## src/rtl/mem_access_unit.sv

```systemverilog
// Request sequencer between the processor datapath and the cache/RAM memory module.
// Handles one read/write at a time, resolves indirect addresses, and bounds every memory wait.
module mem_access_unit #(
  parameter int ramWidth      = 8,
  parameter int addrSize      = 8,
  parameter int timeoutCycles = 255
) (
  input  logic                clk,
  input  logic                clr,
  input  logic                req,
  input  logic [1:0]          op,
  input  logic                indirect,
  input  logic [addrSize-1:0] addr,
  input  logic [ramWidth-1:0] wdata,
  output logic                busy,
  output logic                done,
  output logic                err,
  output logic [ramWidth-1:0] rdata,
  output logic                mem_start,
  output logic [1:0]          mem_cntrl,
  output logic [addrSize-1:0] mem_addr,
  output logic [ramWidth-1:0] mem_dataIn,
  output logic                mem_isIndirect,
  input  logic [ramWidth-1:0] mem_dataOut,
  input  logic                mem_dataReady
);

  localparam int cntWidth = $clog2(timeoutCycles + 1);
  localparam logic [cntWidth-1:0] cntLast = cntWidth'(timeoutCycles - 1);
  localparam logic [1:0] opRead  = 2'b01;
  localparam logic [1:0] opWrite = 2'b10;
  localparam logic [1:0] opIdle  = 2'b00;

  typedef enum logic [2:0] {
    IDLE,
    PTR_ISSUE,
    PTR_WAIT,
    ACC_ISSUE,
    ACC_WAIT,
    DONE,
    ERR
  } state_t;

  state_t              state, nextState;
  logic [1:0]          opQ, opD;
  logic [ramWidth-1:0] wdataQ, wdataD;
  logic [cntWidth-1:0] waitCnt, cntD;
  logic                readyPrev;
  logic                readySeen;
  logic                timedOut;

  logic                busyD, doneD, errD, startD, isIndD;
  logic [ramWidth-1:0] rdataD, dataInD;
  logic [1:0]          cntrlD;
  logic [addrSize-1:0] addrD;

  // Only the rising edge of dataReady completes a wait, so a level left high by
  // the memory module across the pointer fetch cannot complete the second access.
  assign readySeen = mem_dataReady && !readyPrev;
  assign timedOut  = !readySeen && (waitCnt == cntLast);

  // Every output is computed here for the state being entered and registered below.
  always_comb begin
    // NOTE: each signal starts from its hold/default value so no path leaves it
    // unassigned, which would otherwise infer a latch.
    nextState = state;
    opD       = opQ;
    wdataD    = wdataQ;
    cntD      = waitCnt;
    busyD     = busy;
    doneD     = 1'b0;
    errD      = 1'b0;
    rdataD    = rdata;
    startD    = 1'b0;
    cntrlD    = mem_cntrl;
    addrD     = mem_addr;
    dataInD   = mem_dataIn;
    isIndD    = mem_isIndirect;

    unique case (state)
      IDLE: begin
        if (req) begin
          if (op == opRead || op == opWrite) begin
            opD    = op;
            wdataD = wdata;
            busyD  = 1'b1;
            startD = 1'b1;
            addrD  = addr;
            if (indirect) begin
              nextState = PTR_ISSUE;
              cntrlD    = opRead;
              isIndD    = 1'b1;
            end else begin
              nextState = ACC_ISSUE;
              cntrlD    = op;
              dataInD   = wdata;
              isIndD    = 1'b0;
            end
          end else begin
            nextState = ERR;
            doneD     = 1'b1;
            errD      = 1'b1;
          end
        end
      end

      PTR_ISSUE: begin
        nextState = PTR_WAIT;
        cntD      = '0;
      end

      PTR_WAIT: begin
        if (readySeen) begin
          nextState = ACC_ISSUE;
          startD    = 1'b1;
          cntrlD    = opQ;
          addrD     = mem_dataOut[addrSize-1:0];
          dataInD   = wdataQ;
        end else if (timedOut) begin
          nextState = ERR;
          doneD     = 1'b1;
          errD      = 1'b1;
          busyD     = 1'b0;
          cntrlD    = opIdle;
          isIndD    = 1'b0;
        end else begin
          cntD = waitCnt + cntWidth'(1);
        end
      end

      ACC_ISSUE: begin
        nextState = ACC_WAIT;
        cntD      = '0;
      end

      ACC_WAIT: begin
        if (readySeen) begin
          nextState = DONE;
          doneD     = 1'b1;
          busyD     = 1'b0;
          cntrlD    = opIdle;
          isIndD    = 1'b0;
          if (opQ == opRead) rdataD = mem_dataOut;
        end else if (timedOut) begin
          nextState = ERR;
          doneD     = 1'b1;
          errD      = 1'b1;
          busyD     = 1'b0;
          cntrlD    = opIdle;
          isIndD    = 1'b0;
        end else begin
          cntD = waitCnt + cntWidth'(1);
        end
      end

      DONE, ERR: nextState = IDLE;

      default: nextState = IDLE;
    endcase
  end

  // NOTE: sequential state uses non-blocking assignments so every register
  // samples the pre-edge values computed above.
  always_ff @(posedge clk) begin
    if (clr) begin
      state          <= IDLE;
      opQ            <= opIdle;
      wdataQ         <= '0;
      waitCnt        <= '0;
      readyPrev      <= 1'b0;
      busy           <= 1'b0;
      done           <= 1'b0;
      err            <= 1'b0;
      rdata          <= '0;
      mem_start      <= 1'b0;
      mem_cntrl      <= opIdle;
      mem_addr       <= '0;
      mem_dataIn     <= '0;
      mem_isIndirect <= 1'b0;
    end else begin
      state          <= nextState;
      opQ            <= opD;
      wdataQ         <= wdataD;
      waitCnt        <= cntD;
      readyPrev      <= mem_dataReady;
      busy           <= busyD;
      done           <= doneD;
      err            <= errD;
      rdata          <= rdataD;
      mem_start      <= startD;
      mem_cntrl      <= cntrlD;
      mem_addr       <= addrD;
      mem_dataIn     <= dataInD;
      mem_isIndirect <= isIndD;
    end
  end

endmodule

```

## config.mk

```make
export PLATFORM = sky130hd
export DESIGN_NAME = mem_access_unit
export DESIGN_NICKNAME = d
export VERILOG_FILES = /design/src/rtl/mem_access_unit.sv
export SDC_FILE = /design/constraint.sdc
export NUM_CORES = 1
export LEC_CHECK = 0
export BUFFER_PORTS_ARGS = -buffer_cell sky130_fd_sc_hd__buf_2
export CAP_MARGIN = 20
export CORE_AREA = 2 2 100 93
export CTS_CLUSTER_SIZE = 8
export DETAILED_ROUTE_END_ITERATION = 8
export DIE_AREA = 0 0 102 95
export PLACE_DENSITY_LB_ADDON = 0.12
export SETUP_SLACK_MARGIN = 0.15
export SYNTH_ARGS = -nofsm -noshare
export SYNTH_HDL_FRONTEND = slang
export SYNTH_SLANG_ARGS = --single-unit
```

## constraint.sdc

```tcl
create_clock -name clk -period 2.2 [get_ports clk]
set_input_delay 0.44 -clock clk [delete_from_list [all_inputs] [get_ports clk]]
set_output_delay 0.44 -clock clk [all_outputs]
set_load 0.02 [all_outputs]
```

==> impl_metrics.json, run 1 <==
{
  "die_area_um2": 9690,
  "clkPwrFrac": 0.241,
  "cts_root_buffer": "clkbuf_8",
  "io_pins": 62,
  "min_period_ns": 1.87,
  "setup_violations": 0,
  "arrival_ns": 2.09,
  "swShare": 0.359,
  "regArea_um2": 1060,
  "setup_total_negative_slack_ns": 0,
  "syn_avg_cell_area_um2": 8.52,
  "cp_cell_sequence": "or4b_4 > o22ai_4 > nor2_1 > a311oi_1",
  "nNetsFinal": 396,
  "p_leak_nw": 1.38,
  "worstPathMaxFanout": 17,
  "grt_pass1_vias": 2263,
  "netlist.area_leader.share": 0.419,
  "num-fill-cells": 973,
  "crit_slowest_cell": "or4b_4",
  "grt_use_total": 0.145,
  "gp_congestion": 0.782,
  "max_slew_margin": 0.645,
  "p_int_mw": 1.80,
  "drc": 0,
  "p_switching_mw": 1.01,
  "hold_viol_final": 0,
  "wire_per_inst_um": 14.0,
  "antenna_found_initial": 0,
  "io_buffers": 61,
  "numCtsBuffers": 5,
  "rsz0062_at_grt": "no",
  "initial_core_util": 0.289,
  "fin_skew_ns": 0.00911,
  "grt_first_pass_wirelength_um": 11100,
  "vias": 2348,
  "hpwl_um": 4940,
  "grt_max_degree": 36,
  "criticalPathCategory": "reg2reg",
  "wl_um": 6790,
  "drive_above_1_share": 0.277,
  "synth_top_cells_by_count": "dfxtp_1 (53), nand2_1 (48), nor2_1 (33)",
  "synth-async-reset-ratio": 0,
  "clkTransAtPathRegs_ns": 0.10,
  "maxCapViolations": 0,
  "cts_tree": "built",
  "drv_slew": 0,
  "ys_ff_latch": 53,
  "max-vdd-ir-drop_v": 0.000318,
  "start_kind": "flop",
  "clock-sinks": 53,
  "combinationalPowerShare": 0.343,
  "fin_util": 0.358,
  "critPathRequiredTime_ns": 2.42,
  "cts_buffer_depth": 2,
  "syn_inst": 297,
  "endpoint_kind": "flop",
  "antenna_cells": 0,
  "viasPerCell": 4.83,
  "drt_iter0_markers": 51,
  "rows": 33,
  "synth_edf_count": 0,
  "power_density_nw_per_um2": 893,
  "area_delta_synth_final_pct": 23.9,
  "ant_nets": 0,
  "fmax_ghz": 0.535,
  "h-tree-depth": 2,
  "max_stage_delay_ns": 0.58,
  "insertion_delay_ns": 0.31,
  "ys_warn_count": 0,
  "die_y_um": 95,
  "seq_area_frac_synth": 0.419,
  "status": "finished clean",
  "post_synth_num_cell_types": 51,
  "post-cts-setup-buffers": 0,
  "tightest_slew_ns": 0.530,
  "hold_buffers": 0,
  "yosys.area.top_type": "dfxtp_1",
  "gr-total-overflow": 0,
  "crit_family": "simple AND/OR/NAND/NOR gates",
  "cp.buffers_inverters": 0,
  "ys.flop_type": "dfxtp_1",
  "first_pass_iters": 4,
  "die_w_um": 102,
  "syn_area_um2": 2530,
  "p_seq_frac": 0.416,
  "multi_input_area_um2": 1360,
  "ctsResizeCount": 0,
  "yosys-top-cells-area": "dfxtp_1 (42%), mux2i_1 (7.9%), nand2_1 (7.1%)",
  "hp-class": "in2reg",
  "core_um2": 8750,
  "fin_crit_sh": 0.849,
  "synth.most_common_cell": "dfxtp_1",
  "synth_nets": 330
}
==> sequential cells by signal, indices dropped and copies added (netlist names) <==
name            cells
mem_addr            8
mem_start           1
busy                1
rdata               8
err                 1
done                1
readyPrev           1
wdataQ              8
mem_dataIn          8
state               3
waitCnt             8
opQ                 2
mem_cntrl           2
mem_isIndirect      1
==> layer usage <==
layer  part of all wire  routed length, um  global-route usage  up-vias
li1                   -                  -                   -     1194
met1               0.50               3410               0.202     1095
met2               0.43               2950               0.225       51
met3              0.053                360              0.0340        8
met4              0.011                 73              0.0400        0
met5                  0                  0                   0        -
==> power groups by stage <==
stage	clock network, mW	logic (mW)	registers [mW]
global placement	0	0.967	1.19
finish	0.675	0.962	1.17
floorplan	0	0.600	1.26
global route	0.742	1.07	1.18
CTS	0.709	0.970	1.17
detailed placement	0	0.967	1.19
==> layout make-up <==
type	instances	share of cell area
Multi-Input combinational cell	220	0.432
Sequential cell	53	0.338
Timing Repair Buffer	79	0.140
Tap cell	122	0.0487
Clock buffer	6	0.0231
Clock inverter	2	0.0124
Inverter	4	0.00479
==> worst min-delay path, cell delays in order <==
cell,delay [ns]
buf_2,0.11
nand2_1,0.05
a21oi_1,0.05
==> per-stage QoR <==
step	power (mW)	cell area (um^2)	cells	setup WS [ns]	hold WS, ns
2_1_floorplan	1.86	2530	297	0.518	0.436
3_3_place_gp	2.16	3020	478	0.358	0.443
3_5_place_dp	2.15	3020	478	0.294	0.449
4_1_cts	2.85	3140	486	0.322	0.354
5_1_grt	2.99	3140	486	0.212	0.362
6_report	2.80	3140	486	0.331	0.371
==> path summary, 6_finish.rpt <==
kind              startpoint          end  slack (ns)  cells after the start
setup / recovery    state[2]  mem_addr[6]        0.33                      4
hold / removal      wdata[6]    wdataQ[6]        0.37                      3
setup reg to reg    state[2]  mem_addr[6]        0.33                      4
hold reg to reg    wdataQ[5]    wdataQ[5]        0.46                      2
==> kinds of logic after synthesis <==
| group | Yosys count | synth area share |
|---|---|---|
| AOI/OAI and AO/OA | 73 | 0.202 |
| adders and majority gates | 2 | 0.00988 |
| and+or+nand+nor | 123 | 0.237 |
| buffers and inverters | 24 | 0.0455 |
| muxes | 20 | 0.0791 |
| DFF | 53 | 0.419 |
| xor gates and xnor gates | 2 | 0.00692 |
==> layout by cell type (no fill, tap or decap), types with 5 or more instances in the layout <==
cell	synthesis	final
nand3_1	5	5
o21ai_0	6	6
mux2i_1	20	20
buf_4	0	18
nor2_1	33	33
buf_2	8	61
dfxtp_1	53	53
a311oi_1	7	7
a21oi_1	27	27
nand2_1	48	48
clkbuf_8	0	5
a31o_2	8	8
Note: power is estimated with default switching activity, not from simulation.
==> inputs of run 2 (changes only) <==
- clock period: 2.2 -> 1.7 ns (I/O delays scaled with it)
==> impl_metrics.json, run 2 (synthesis results as in run 1) <==
{
  "wl_um": 7520,
  "criticalPathCategory": "reg2reg",
  "hold_buffers": 0,
  "rows": 33,
  "combinationalPowerShare": 0.437,
  "io_buffers": 61,
  "final_cell_mix": "buf_2 (61), dfxtp_1 (48), nand2_1 (40)",
  "max-vdd-ir-drop_v": 0.000431,
  "hold_viol_final": 0,
  "rsz0062_at_grt": "yes",
  "max_slew_margin": 0.559,
  "reg2reg_from": "state[1]",
  "clkPwrFrac": 0.188,
  "ant_nets": 0,
  "p_leak_nw": 1.64,
  "cts_root_buffer": "clkbuf_8",
  "grt_max_degree": 29,
  "setup_violations": 0,
  "drt_iter0_markers": 99,
  "design_area_um2": 3770,
  "arrival_ns": 1.94,
  "setup_total_negative_slack_ns": 0,
  "drc": 0,
  "clkTransAtPathRegs_ns": 0.11,
  "place_ws_ns": -0.0571,
  "maxCapViolations": 0,
  "numCtsBuffers": 5,
  "grt_use_total": 0.150,
  "gr-total-overflow": 0,
  "endpoint_kind": "flop",
  "die_w_um": 102,
  "cp.buffers_inverters": 2,
  "grt_pass1_vias": 2314,
  "vias": 2525,
  "startpoint": "state[1]",
  "critPathRequiredTime_ns": 1.96,
  "status": "finished clean",
  "cp_cell_sequence": "or4b_4 > o22ai_4 > buf_12 > buf_4 > and3_1",
  "cts_tree": "built",
  "h-tree-depth": 2,
  "fin_skew_ns": 0.0133,
  "worstPathMaxFanout": 8,
  "hp-class": "in2reg",
  "initial_core_util": 0.289,
  "gp_congestion": 0.820,
  "die_y_um": 95,
  "insertion_delay_ns": 0.31,
  "power_density_nw_per_um2": 1070,
  "io_pins": 62,
  "final_common_cell": "buf_2",
  "drv_slew": 0,
  "start_kind": "flop",
  "p_switching_mw": 1.54,
  "crit_family": "simple AND/OR/NAND/NOR gates",
  "fmax_ghz": 0.597,
  "cts_buffer_depth": 2,
  "grt_first_pass_wirelength_um": 11400,
  "drive_above_1_share": 0.480,
  "die_area_um2": 9690,
  "area_delta_synth_final_pct": 49.0,
  "r2r_slack_ns": 0.03,
  "swShare": 0.380,
  "hp-start": "mem_dataOut[4]",
  "min_period_ns": 1.67,
  "first_pass_iters": 4,
  "clock-sinks": 53,
  "antenna_cells": 0,
  "p_int_mw": 2.51,
  "place_area_um2": 3230,
  "antenna_found_initial": 0,
  "fin_crit_sh": 0.985,
  "tightest_slew_ns": 0.657,
  "viasPerCell": 4.87,
  "core_um2": 8750,
  "p_seq_frac": 0.375,
  "hpwl_um": 5090,
  "wire_per_inst_um": 14.5,
  "crit_slowest_cell": "or4b_4",
  "setup_slack_ns": 0.0261,
  "max_stage_delay_ns": 0.59,
  "nNetsFinal": 428
}
==> run 2: cell types whose count changed in the layout (fill, tap and decap cells not counted), sizes merged <==
cell	change
clkinv	+1
bufinv	-1
buf	+31
inv	+1
==> run 2: per-stage QoR <==
step | instances | util | total power, mW | hold slack (ns)
after floorplan | 297 | - | 2.42 | 0.436
after global placement | 498 | 0.369 | 2.95 | 0.442
after detailed placement | 498 | 0.369 | 2.95 | 0.448
after CTS | 512 | 0.393 | 3.84 | 0.259
after global routing | 518 | 0.431 | 4.30 | 0.268
final | 518 | 0.431 | 4.05 | 0.271
==> run 2: power by group through the flow <==
stage                     Sequential (mW)  Clock (mW)  Combinational (mW)
after floorplan                      1.63           0               0.795
after global placement               1.52           0                1.43
after detailed placement             1.53           0                1.42
after CTS                            1.50       0.807                1.53
after global routing                 1.54       0.841                1.92
final                                1.52       0.763                1.77
==> run 2: routing by layer <==
metal / routed length, um / vias up / GRT usage
met2: 3440 / 60 / 0.227
li1: - / 1266 / -
met3: 373 / 2 / 0.0326
met1: 3670 / 1197 / 0.215
met5: 0 / - / 0
met4: 33 / 0 / 0.0400
==> run 2: cell type report <==
type / instances / area (um^2)
fillers: 911 / 4980
repair buffers: 111 / 790
well taps: 122 / 153
clock inverters: 3 / 26.3
multi-input cells: 220 / 1650
inverters: 4 / 15.0
clock buffers: 5 / 68.8
flip-flops and latches: 53 / 1070
==> run 2: repair_timing <==
action / CTS / global route
hold endpoints to repair: 0 / 0
pin swaps: 7 / 28
gates resized for setup: 16 / 66
setup buffers: 6 / 5
setup endpoints to repair: 39 / 50
gates cloned: 0 / 1
==> run 2: final timing paths <==
path | endpoint | cells after the start
hold reg to reg | wdataQ[7] | 2
hold / removal | rdata[4] | 3
setup reg to reg | mem_start | 5
setup / recovery | mem_start | 5
==> run 2: worst min-delay path: cells and delay by family <==
family / cells / cell delay (ns)
buffers and inverters: 1 / 0.09
AND/OR/NAND/NOR: 1 / 0.07
multiplexers: 1 / 0.06
